[config.mk]
export PLATFORM = sky130hd
export DESIGN_NAME = uart_tx_fifo
export DESIGN_NICKNAME = d
export VERILOG_FILES = /design/src/rtl/uart_pkg.sv /design/src/rtl/uart_byte_fifo.sv /design/src/rtl/uart_tx_fifo.sv
export SDC_FILE = /design/constraint.sdc
export NUM_CORES = 1
export LEC_CHECK = 0
export CORE_ASPECT_RATIO = 1.4
export CORE_MARGIN = 2
export CORE_UTILIZATION = 65
export CTS_BUF_LIST = sky130_fd_sc_hd__clkbuf_16
export CTS_CLUSTER_SIZE = 8
export DETAILED_ROUTE_END_ITERATION = 8
export DONT_BUFFER_PORTS = 1
export GPL_TIMING_DRIVEN = 0
export PLACE_DENSITY = 0.83
export SYNTH_ARGS = -nofsm -noshare
export SYNTH_HDL_FRONTEND = slang
export SYNTH_HIERARCHICAL = 1
export SYNTH_SLANG_ARGS = --single-unit
[constraint.sdc]
create_clock -name clk -period 4.3 [get_ports clk]
set_input_delay 0.215 -clock clk [delete_from_list [all_inputs] [get_ports clk]]
set_output_delay 0.215 -clock clk [all_outputs]
set_load 0.05 [all_outputs]
[src/rtl/uart_pkg.sv]
// Shared definitions for the UART transmit path: drain FSM states,
// byte and data-port widths, and a helper that packs a byte onto the
// 32-bit data-write port.
package uart_pkg;

  localparam int BYTE_W = 8;
  localparam int DAT_W  = 32;

  typedef enum logic {
    IDLE  = 1'b0,
    WRITE = 1'b1
  } drain_state_t;

  // Zero-extend a byte to the UART data-port width.
  function automatic logic [DAT_W-1:0] dat_word(input logic [BYTE_W-1:0] b);
    return {{(DAT_W-BYTE_W){1'b0}}, b};
  endfunction

endpackage

[src/rtl/uart_byte_fifo.sv]
// Circular byte queue, 2**ADDR_W entries deep.
// The level counter is kept separately from the pointers, so full and empty
// need no extra wrap bit. Flush clears the pointers and the level, and wins
// over push and pop. The storage array is not reset.
module uart_byte_fifo
  import uart_pkg::*;
#(
  parameter int ADDR_W = 4
) (
  input  logic              clk,
  input  logic              resetn,
  input  logic              push,
  input  logic [BYTE_W-1:0] push_data,
  input  logic              pop,
  input  logic              flush,
  output logic [BYTE_W-1:0] pop_data,
  output logic [ADDR_W:0]   level,
  output logic              empty,
  output logic              full
);

  localparam int              DEPTH    = 1 << ADDR_W;
  localparam logic [ADDR_W:0] LVL_FULL = (ADDR_W+1)'(DEPTH);
  localparam logic [ADDR_W:0] LVL_ONE  = (ADDR_W+1)'(1);
  localparam logic [ADDR_W:0] LVL_ZERO = '0;
  localparam logic [ADDR_W-1:0] PTR_ONE = ADDR_W'(1);

  logic [BYTE_W-1:0] mem [DEPTH];
  logic [ADDR_W-1:0] wptr, rptr;
  logic [ADDR_W:0]   lvl_nxt;
  logic              wr_en, rd_en;

  // Local guards: the caller already qualifies push and pop, but an
  // unqualified request must never corrupt the queue.
  assign wr_en = push && !full  && !flush;
  assign rd_en = pop  && !empty && !flush;

  assign pop_data = mem[rptr];

  // Next level: flush clears it, and a simultaneous push and pop cancel out.
  always_comb begin
    lvl_nxt = level;
    if (flush)
      lvl_nxt = LVL_ZERO;
    else if (wr_en && !rd_en)
      lvl_nxt = level + LVL_ONE;
    else if (rd_en && !wr_en)
      lvl_nxt = level - LVL_ONE;
  end

  // Storage write. No reset, so this infers plain RAM.
  always_ff @(posedge clk) begin
    if (wr_en)
      mem[wptr] <= push_data;
  end

  // Pointers wrap naturally at the depth.
  always_ff @(posedge clk) begin
    if (!resetn || flush) begin
      wptr <= '0;
      rptr <= '0;
    end else begin
      if (wr_en) wptr <= wptr + PTR_ONE;
      if (rd_en) rptr <= rptr + PTR_ONE;
    end
  end

  // The level and the full/empty flags are all registered from the same
  // next value, so they stay consistent with each other.
  always_ff @(posedge clk) begin
    if (!resetn) begin
      level <= '0;
      empty <= 1'b1;
      full  <= 1'b0;
    end else begin
      level <= lvl_nxt;
      empty <= (lvl_nxt == LVL_ZERO);
      full  <= (lvl_nxt == LVL_FULL);
    end
  end

endmodule

[src/rtl/uart_tx_fifo.sv]
// Transmit byte queue in front of the simpleuart data-write port.
// Software pushes bytes. A two-state drain FSM pops one byte at a time into
// an output register and holds the write strobe until the core stops
// stalling.
// Optional feature: define UART_TXFIFO_OVF_EN to add a sticky overflow flag
// (ovf) and its clear input (ovf_clr).
module uart_tx_fifo
  import uart_pkg::*;
#(
  parameter int ADDR_W = 4
) (
  input  logic              clk,
  input  logic              resetn,
  input  logic              push_valid,
  input  logic [BYTE_W-1:0] push_data,
  output logic              push_ready,
  input  logic              flush,
  input  logic              uart_enabled,
  output logic              reg_dat_we,
  output logic [DAT_W-1:0]  reg_dat_di,
  input  logic              reg_dat_wait,
  output logic [ADDR_W:0]   level,
  output logic              empty,
  output logic              full
`ifdef UART_TXFIFO_OVF_EN
  ,
  output logic              ovf,
  input  logic              ovf_clr
`endif
);

  drain_state_t      state, state_nxt;
  logic              pop;
  logic [BYTE_W-1:0] pop_data;
  logic [BYTE_W-1:0] dat_q;

  assign push_ready = !full && !flush;

  uart_byte_fifo #(.ADDR_W(ADDR_W)) u_fifo (
    .clk       (clk),
    .resetn    (resetn),
    .push      (push_valid && push_ready),
    .push_data (push_data),
    .pop       (pop),
    .flush     (flush),
    .pop_data  (pop_data),
    .level     (level),
    .empty     (empty),
    .full      (full)
  );

  // Drain state register.
  always_ff @(posedge clk) begin
    if (!resetn)
      state <= IDLE;
    else
      state <= state_nxt;
  end

  // Drain next state. A write in progress is not dropped when the enable
  // falls. Only a flush or a reset abandons it.
  always_comb begin
    state_nxt = state;
    unique case (state)
      IDLE:    if (pop)                    state_nxt = WRITE;
      WRITE:   if (flush || !reg_dat_wait) state_nxt = IDLE;
      default:                             state_nxt = IDLE;
    endcase
  end

  // Drain outputs: pop when idle with data and enabled, and strobe while in WRITE.
  always_comb begin
    pop        = (state == IDLE) && !empty && uart_enabled && !flush;
    reg_dat_we = (state == WRITE);
  end

  // Output byte register. It is loaded on pop and holds steady through any stall.
  always_ff @(posedge clk) begin
    if (!resetn)
      dat_q <= '0;
    else if (pop)
      dat_q <= pop_data;
  end

  assign reg_dat_di = dat_word(dat_q);

`ifdef UART_TXFIFO_OVF_EN
  // Sticky overflow. It sets on a push refused for fullness, and set beats
  // clear. A flush leaves it alone.
  always_ff @(posedge clk) begin
    if (!resetn)
      ovf <= 1'b0;
    else if (push_valid && full && !flush)
      ovf <= 1'b1;
    else if (ovf_clr)
      ovf <= 1'b0;
  end
`endif

endmodule

# == Yosys cells after proc, flatten, opt, wreduce, memory -nomap -nowiden ==
# Memory sizes are Yosys's and may differ from the RTL's. A register that Yosys moved wholly into a read port is not among the register bits.
# Cells that the tools add are included.
# word_totals
elab_cells,43
register_bits,16
ramBits,128
input_bits,14
n_memories,1
out_inout_bits,41
# memory_table
memory,depth,word_bits,read_ports,rd_ports_with_merged_regs,wr,line_no,text
u_fifo.mem,16,8,1,1,1,uart_byte_fifo.sv:28,logic [BYTE_W-1:0] mem [DEPTH];
# op_classes
n_reduce_logical,22
n_addsub,4
eq_ne,1
n_bitwise,1
n_mux,8
# op_table
cell,n
$mux W5,3
$logic_and A1 B1 Y1,11
$add A4 B1 Y4 const B,2
$logic_not A1 Y1,8
$add A5 B1 Y5 const B,1
$eq A5 B5 Y1 const B,1
$logic_not A5 Y1,1
$sub A5 B1 Y5 const B,1
$mux W1,4
$logic_or A1 B1 Y1,2
$pmux W1 S2,1
$not A1 Y1,1

# == Longest topological paths before layout ==
# Gate-level depths: netlist of run 1.
# depth
word_depth,11
depth_mapped,8
depth_no_buf,7

# == Hierarchy ==
# Netlist of run 1, hierarchy kept.
# modules_own_cells
mod,area_per_inst_um2,seq_area_each_um2,cells_per_inst,instances
uart_byte_fifo,5905.7,4224.1,304,1
uart_tx_fifo,576.8,180.2,66,1

# == Worst setup path before layout of run 1 ==
# No wires, ideal clock.
# synth_path
path_type,flip-flop to flip-flop
startpoint,reg u_fifo.full
endpoint,mem u_fifo.mem[3][0] (enable)
period_less_slack_ns,3.082
setup_time_ns,0.383
path_stages_with_launch,7
setup_slack_ns,1.218
t_required_ns,3.917
n_path_buf,1
arrival_ns,2.699
cell_sequence,dfxtp_1 > nor2_1 > and2_1 > nor3b_1 > buf_2 > nand2_1 > nor3_1
# synth_via
elab_chain_len,7
# synth_lines
item,line_no,text
"start, declared",uart_byte_fifo.sv:19,output logic full
"start signal, assigned",uart_byte_fifo.sv:78,full <= (lvl_nxt == LVL_FULL);
$logic_not A1 Y1,uart_tx_fifo.sv:37,assign push_ready = !full && !flush;
$logic_and A1 B1 Y1,uart_tx_fifo.sv:37,
net push_ready,uart_tx_fifo.sv:16,"output logic push_ready,"
$logic_and A1 B1 Y1,uart_tx_fifo.sv:42,".push (push_valid && push_ready),"
$logic_and A1 B1 Y1 (2 in a row),uart_byte_fifo.sv:35,assign wr_en = push && !full && !flush;
$mux W1,uart_byte_fifo.sv:53,if (wr_en)
$mux W1 (implied by the code),uart_byte_fifo.sv:54,mem[wptr] <= push_data;
"end, declared",uart_byte_fifo.sv:28,
# The timed path passes the listed nets, and every way through them passes these cells.

# == Final worst setup path of run 1 ==
# layout_path
startpoint,reg u_fifo.full
endpoint,mem u_fifo.mem[0][4] (enable)
# The elaborated chain is that of the path after synthesis.

==> impl_metrics.env, run 1 <==
export IMPL_status="finished, final reports clean"
export IMPL_slew_headroom_pct=10.5
export IMPL_totalWireLength_mm=12.6
export IMPL_nFillCells=559
export IMPL_period_share_pct=87.7
export IMPL_startpoint_type="register"
export IMPL_synth_area_sq_um=6480
export IMPL_synth_top_area_cell="edfxtp_1"
export IMPL_grt_first_pass_wirelength_mm=18.5
export IMPL_crit_fanout=10
export IMPL_place_hpwl_mm=8.25
export IMPL_chipHeight_um=122
export IMPL_drcViolationCount=0
export IMPL_fin_crit_ns=3.77
export IMPL_cts_sinks=156
export IMPL_io_pins=55
export IMPL_synth_top_area_share_pct=59.3
export IMPL_p_clk_share_pct=47.7
export IMPL_final_common_cell="edfxtp_1"
export IMPL_overflow=0
export IMPL_cts_tree="yes"
export IMPL_synth_ff_latch_count=156
export IMPL_cp_end_kind="register"
export IMPL_placed_area_sq_um=6740
export IMPL_avgSynthCellArea_sq_um=17.5
export IMPL_crit_type="register to register"
export IMPL_synth_seq_area_share_pct=67.9
export IMPL_hold_viol=0
export IMPL_cp_buffers_inverters=1
export IMPL_p_leak_uw=0.00251
export IMPL_cts_buffers=17
export IMPL_clkLatencyLatePin_ns=0.41
export IMPL_clock_path_buffers=2
export IMPL_critPathTopFamily="simple AND/OR/NAND/NOR gates"
export IMPL_cp_required_ns=4.32
export IMPL_irDropWorstVdd_mv=0.366
export IMPL_drtIter0Drc=345
export IMPL_start_util_pct=66.2
export IMPL_final_cell_mix="edfxtp_1, nand2_1, dfxtp_1"
export IMPL_cp_slowest_stage_delay_ns=1.06
export IMPL_fmaxAchievable_mhz=265
export IMPL_drive_gt1_share_pct=23.8
export IMPL_hp_class="input pin to register"
export IMPL_crit_chain="nor2_1 -> and2_1 -> nor3b_1 -> buf_2 -> nand2_1 -> nor3_1"
export IMPL_numPortBuffers=0
export IMPL_ys_top_cells_by_area="edfxtp_1, mux4_2, dfxtp_1"
export IMPL_antenna_found_initial=1
export IMPL_power_per_cell_area_nw_per_um2=451
export IMPL_arrival_ns=3.79
export IMPL_cts_root_buf="clkbuf_16"
export IMPL_postRouteAntennaNets=0
export IMPL_rsz0062_at_grt="no"
export IMPL_fp_dieW_um=88.4
export IMPL_ctsHoldBuffers=8
export IMPL_drt_pre_antenna_iters=7
export IMPL_core_sq_um=9790
export IMPL_netlist_instances=370
export IMPL_grt_max_degree=17
export IMPL_internal_power_uw=2660
export IMPL_grtUsageTotal_pct=24.9
export IMPL_power_frac_comb_pct=3.6
export IMPL_vias=3386
export IMPL_final_design_area_no_fill_sq_um=7470
export IMPL_area_growth_pct=15.2
export IMPL_setup_viol=0
export IMPL_drv_cap=0
export IMPL_ys_types=43
export IMPL_wl_per_cell_um=22.2
export IMPL_worst_slew_pin_slew_ns=1.33
export IMPL_rows=43
export IMPL_cts_reportedPaths_clkPinSlew_ns=0.06
export IMPL_power_frac_seq_pct=48.8
export IMPL_fin_skew_ns=0.00666
export IMPL_finalSetupTns_ns=0
export IMPL_final_max_slew_violation_count=0
export IMPL_post_drt_via_cell_ratio=5.95
export IMPL_cts_setup_buffers=0
export IMPL_dieArea_sq_um=10800
export IMPL_post_cts_resized=0
export IMPL_swShare_pct=21.0
export IMPL_cts_htree_levels=4
export IMPL_routabilityCongestion=0.779
export IMPL_power_uw=3370
export IMPL_rrSetupSlack_ns=0.53
export IMPL_nNetsFinal=441
export IMPL_grt_pass1_vias=3362
export IMPL_cp_slowest_cell="nor3_1"
export IMPL_p_switching_uw=706
export IMPL_yosysWarnings=6
-- power groups by stage --
stage | Clock, uW | Combinational [uW] | Sequential [uW]
after floorplan | 0 | 87.8 | 1670
after global placement | 0 | 93.1 | 1680
after detailed placement | 0 | 94.0 | 1680
after CTS | 1630 | 118 | 1640
after global routing | 1700 | 127 | 1640
final | 1610 | 120 | 1640
-- state kept, by name, summed over array words and instances (netlist names), named ones only --
name	cells
u_fifo/rptr	4
reg_dat_we	1
dat_q	8
u_fifo/wptr	4
u_fifo/level	5
u_fifo/full	1
u_fifo/mem	128
u_fifo/empty	1
-- final cells by class --
class | count | area (sq um) | share of cell area (%)
plain buffers | 43 | 319 | 4.27
diodes | 1 | 2.50 | 0.0335
multi-input cells | 188 | 1830 | 24.5
repair buffers | 8 | 80.1 | 1.07
inverters | 6 | 22.5 | 0.302
well taps | 135 | 169 | 2.26
clock buffers | 17 | 425 | 5.70
flip-flops and latches | 156 | 4400 | 59.0
clock inverters | 15 | 219 | 2.93
-- cell families after synthesis --
family / Yosys count / synth area share (%)
fa+ha+maj: 7 / 1.35
mux: 48 / 15.9
compound gates: 14 / 1.52
buf+inv: 49 / 5.27
simple gates: 88 / 6.97
xor+xnor: 7 / 0.946
other cells: 1 / 0.0578
flops: 156 / 67.9
-- per-stage QoR --
step | setup WS [ns] | hold slack (ns) | util (%) | std cells
6_report | 0.529 | 0.0743 | 76.3 | 569
5_1_grt | 0.391 | 0.0625 | 76.3 | 569
4_1_cts | 0.514 | 0.0588 | 76.2 | 568
3_5_place_dp | 0.600 | 0.314 | 68.8 | 528
3_3_place_gp | 0.576 | 0.315 | 68.8 | 528
2_1_floorplan | 1.22 | 0.314 | - | 393
-- Yosys cell counts (all sizes together) --
cell and number:
mux2i 8, nor4b 3, ha 7, inv 6, dfxtp 28, a21oi 5
xor2 4, buf 40, or3 1, nor3 9, xnor2 3, clkbuf 3
and4 1, or3b 1, o21a 1, nand2 28, nand4 4, a21o 1
a211oi 3, and3b 1, mux4 40, and2 1, o211ai 1, nand2b 4
nor3b 3, and4b 1, edfxtp 128, nand3b 1, o311a 1, nor4 3
nor2 25, conb 1, a31o 1, a32o 1, nor2b 2
-- per-layer routing --
metal	up-vias	global-route usage (%)	wire length, um
met1	1683	28.9	4560
met3	34	7.32	891
met4	0	16.5	742
li1	1499	-	-
met2	170	39.8	6430
met5	-	0	0
-- worst paths after layout --
check            startpoint                to  depth (start not counted)
max             u_fifo/full  u_fifo/mem[0][4]                          6
min            reg_dat_wait        reg_dat_we                          2
max reg2reg     u_fifo/full  u_fifo/mem[0][4]                          6
min reg2reg  u_fifo/rptr[1]    u_fifo/rptr[1]                          2
Power figures use the tool's default switching activity.
==> run 2, diff against run 1 <==
Settings changed: SYNTH_HIERARCHICAL 1 to unset.
==> run 2 against run 1 <==
Register-to-register slack better by 0.86 ns. Flip-flop and latch count down 4. Count of clock-buffer cells in the layout unchanged. Sequential power about the same. Global-route usage up 2.0 points. Critical path depth down 2. Wire length up 4.0%. First-iteration DRC count down 0.87%.
==> impl_metrics.env, run 2 <==
export IMPL_synth_edf_count=128
export IMPL_cp_required_ns=4.33
export IMPL_chipHeight_um=119
export IMPL_fmaxAchievable_mhz=344
export IMPL_p_switching_uw=701
export IMPL_antenna_found_initial=0
export IMPL_fp_dieW_um=86.4
export IMPL_yosysMostFrequentCell="edfxtp_1"
export IMPL_fin_skew_ns=0.00578
export IMPL_fin_cells=540
export IMPL_core_sq_um=9350
export IMPL_grt_max_degree=17
export IMPL_grt_pass1_vias=3454
export IMPL_overflow=0
export IMPL_clock_path_buffers=2
export IMPL_period_share_pct=67.6
export IMPL_synth_top_area_share_pct=62.3
export IMPL_max_flop_register="u_fifo.mem"
export IMPL_placed_area_sq_um=6400
export IMPL_diodes=0
export IMPL_final_common_cell="edfxtp_1"
export IMPL_final_design_area_no_fill_sq_um=7080
export IMPL_wl_per_cell_um=24.3
export IMPL_cp_end_kind="register"
export IMPL_drive_gt1_share_pct=22.8
export IMPL_crit_fanout=8
export IMPL_synth_ff_latch_count=152
export IMPL_crit_type="register to register"
export IMPL_drtIter0Drc=342
export IMPL_setup_viol=0
export IMPL_cts_reportedPaths_clkPinSlew_ns=0.06
export IMPL_finalSetupTns_ns=0
export IMPL_ys_top_cells_by_area="edfxtp_1, mux4_2, dfxtp_1"
export IMPL_slew_headroom_pct=15.8
export IMPL_largest_reg_flops=128
export IMPL_power_frac_seq_pct=50.6
export IMPL_grtUsageTotal_pct=26.9
export IMPL_dieArea_sq_um=10300
export IMPL_worst_slew_pin_slew_ns=1.25
export IMPL_power_uw=3200
export IMPL_synth_area_sq_um=6170
export IMPL_avgSynthCellArea_sq_um=17.0
export IMPL_clkLatencyLatePin_ns=0.43
export IMPL_drt_pre_antenna_iters=5
export IMPL_nNetsFinal=438
export IMPL_startpoint_type="register"
export IMPL_netlist_instances=364
export IMPL_p_leak_uw=0.00237
export IMPL_io_pins=55
export IMPL_power_per_cell_area_nw_per_um2=452
export IMPL_grt_first_pass_wirelength_mm=19.4
export IMPL_rows=42
export IMPL_drv_cap=0
export IMPL_hold_viol=0
export IMPL_irDropWorstVdd_mv=0.442
export IMPL_cts_buffers=17
export IMPL_post_drt_via_cell_ratio=6.38
export IMPL_place_hpwl_mm=8.02
export IMPL_cts_root_buf="clkbuf_16"
export IMPL_swShare_pct=21.9
export IMPL_arrival_ns=2.94
export IMPL_utilization_pct=75.7
export IMPL_totalWireLength_mm=13.1
export IMPL_fin_crit_ns=2.91
export IMPL_final_cell_mix="edfxtp_1, mux4_2, nor2_1, buf_4"
export IMPL_reg_top3="u_fifo.mem: 128 flops, dat_q: 8 flops, u_fifo.level: 5 flops"
export IMPL_synth_seq_area_share_pct=70.1
export IMPL_drcViolationCount=0
export IMPL_cts_htree_levels=4
export IMPL_ys_flop_type="edfxtp_1"
export IMPL_cts_tree="yes"
export IMPL_cts_sinks=152
export IMPL_synthTopCellsByCount="edfxtp_1, mux4_2, nor2_1"
export IMPL_rsz0062_at_grt="no"
export IMPL_numPortBuffers=0
export IMPL_ys_types=41
export IMPL_async_flop_share_pct=0
export IMPL_internal_power_uw=2500
export IMPL_status="finished, final reports clean"
export IMPL_power_frac_comb_pct=4.4
export IMPL_area_growth_pct=14.8
export IMPL_start_util_pct=66.0
export IMPL_yosysWarnings=0
export IMPL_dpl_cell_count=497
export IMPL_synth_top_area_cell="edfxtp_1"
export IMPL_p_clk_share_pct=45.0
export IMPL_routabilityCongestion=0.867
export IMPL_vias=3447
export IMPL_hp_class="input pin to register"
export IMPL_postRouteAntennaNets=0
export IMPL_final_max_slew_violation_count=0
## run 2: final timing paths
kind / start / cells past startpoint / slack [ns] / end
setup / recovery: u_fifo.full / 4 / 1.39 / u_fifo.mem[1][7]
hold / removal: flush / 2 / 0.03 / u_fifo.level[2]
setup reg to reg: u_fifo.full / 4 / 1.39 / u_fifo.mem[1][7]
hold reg to reg: u_fifo.wptr[1] / 2 / 0.52 / u_fifo.wptr[1]
## run 2: worst max-delay path: stages, from the launching register on
cell and delay, ns:
dfxtp_1 0.51, nand2b_1 0.32, nor2_1 0.36, nand2_1 0.30, nor3_1 1.02
## run 2: layout make-up
cell class	count	area (sq um)
clock inverter	15	155
buffer	41	254
clock buffer	17	425
inverter	5	18.8
fill	520	2270
tap	110	138
timing repair buffer	11	108
multi-input combinational	189	1660
sequential	152	4320
## run 2: cells by family (layout without fill, tap and decap cells)
kind of cell             Yosys count  in the layout  share of synthesized area, %
AND/OR/NAND/NOR                   78             78                          6.59
XOR/XNOR                           9              9                          1.28
multiplexers                      33             33                          11.9
flip-flops                       152            152                          70.1
other                              1             24                        0.0608
adder cells (fa/ha/maj)            7              7                          1.42
buffers and inverters             46             89                          4.42
AO/OA/AOI/OAI                     38             38                          4.32
## run 2: power groups by stage
stage	sequential (uW)	combinational, uW	clock [uW]
after floorplan	1650	100	0
after global placement	1650	109	0
after detailed placement	1650	111	0
after CTS	1620	136	1440
after global routing	1620	148	1510
final	1620	141	1440
## run 2: stage by stage
step	hold WS (ns)	setup slack, ns
final	0.0314	1.39
after global routing	0.0377	1.18
after CTS	0.0205	1.31
after detailed placement	0.314	1.33
after global placement	0.315	1.51
after floorplan	0.314	2.12
## run 2: routing by layer
metal	wire length (um)	vias up	share of wire (%)	track usage (%)
li1	-	1489	-	-
met1	4610	1705	35	31.8
met2	6990	214	53	45.0
met3	1010	39	7.7	7.76
met4	519	0	4.0	12.4
met5	0	-	0	0
## run 2: repair_timing
item,in CTS,in global routing
hold buffers,10,0
hold endpoints to repair,129,0
gates resized for setup,0,0
setup buffers,0,0
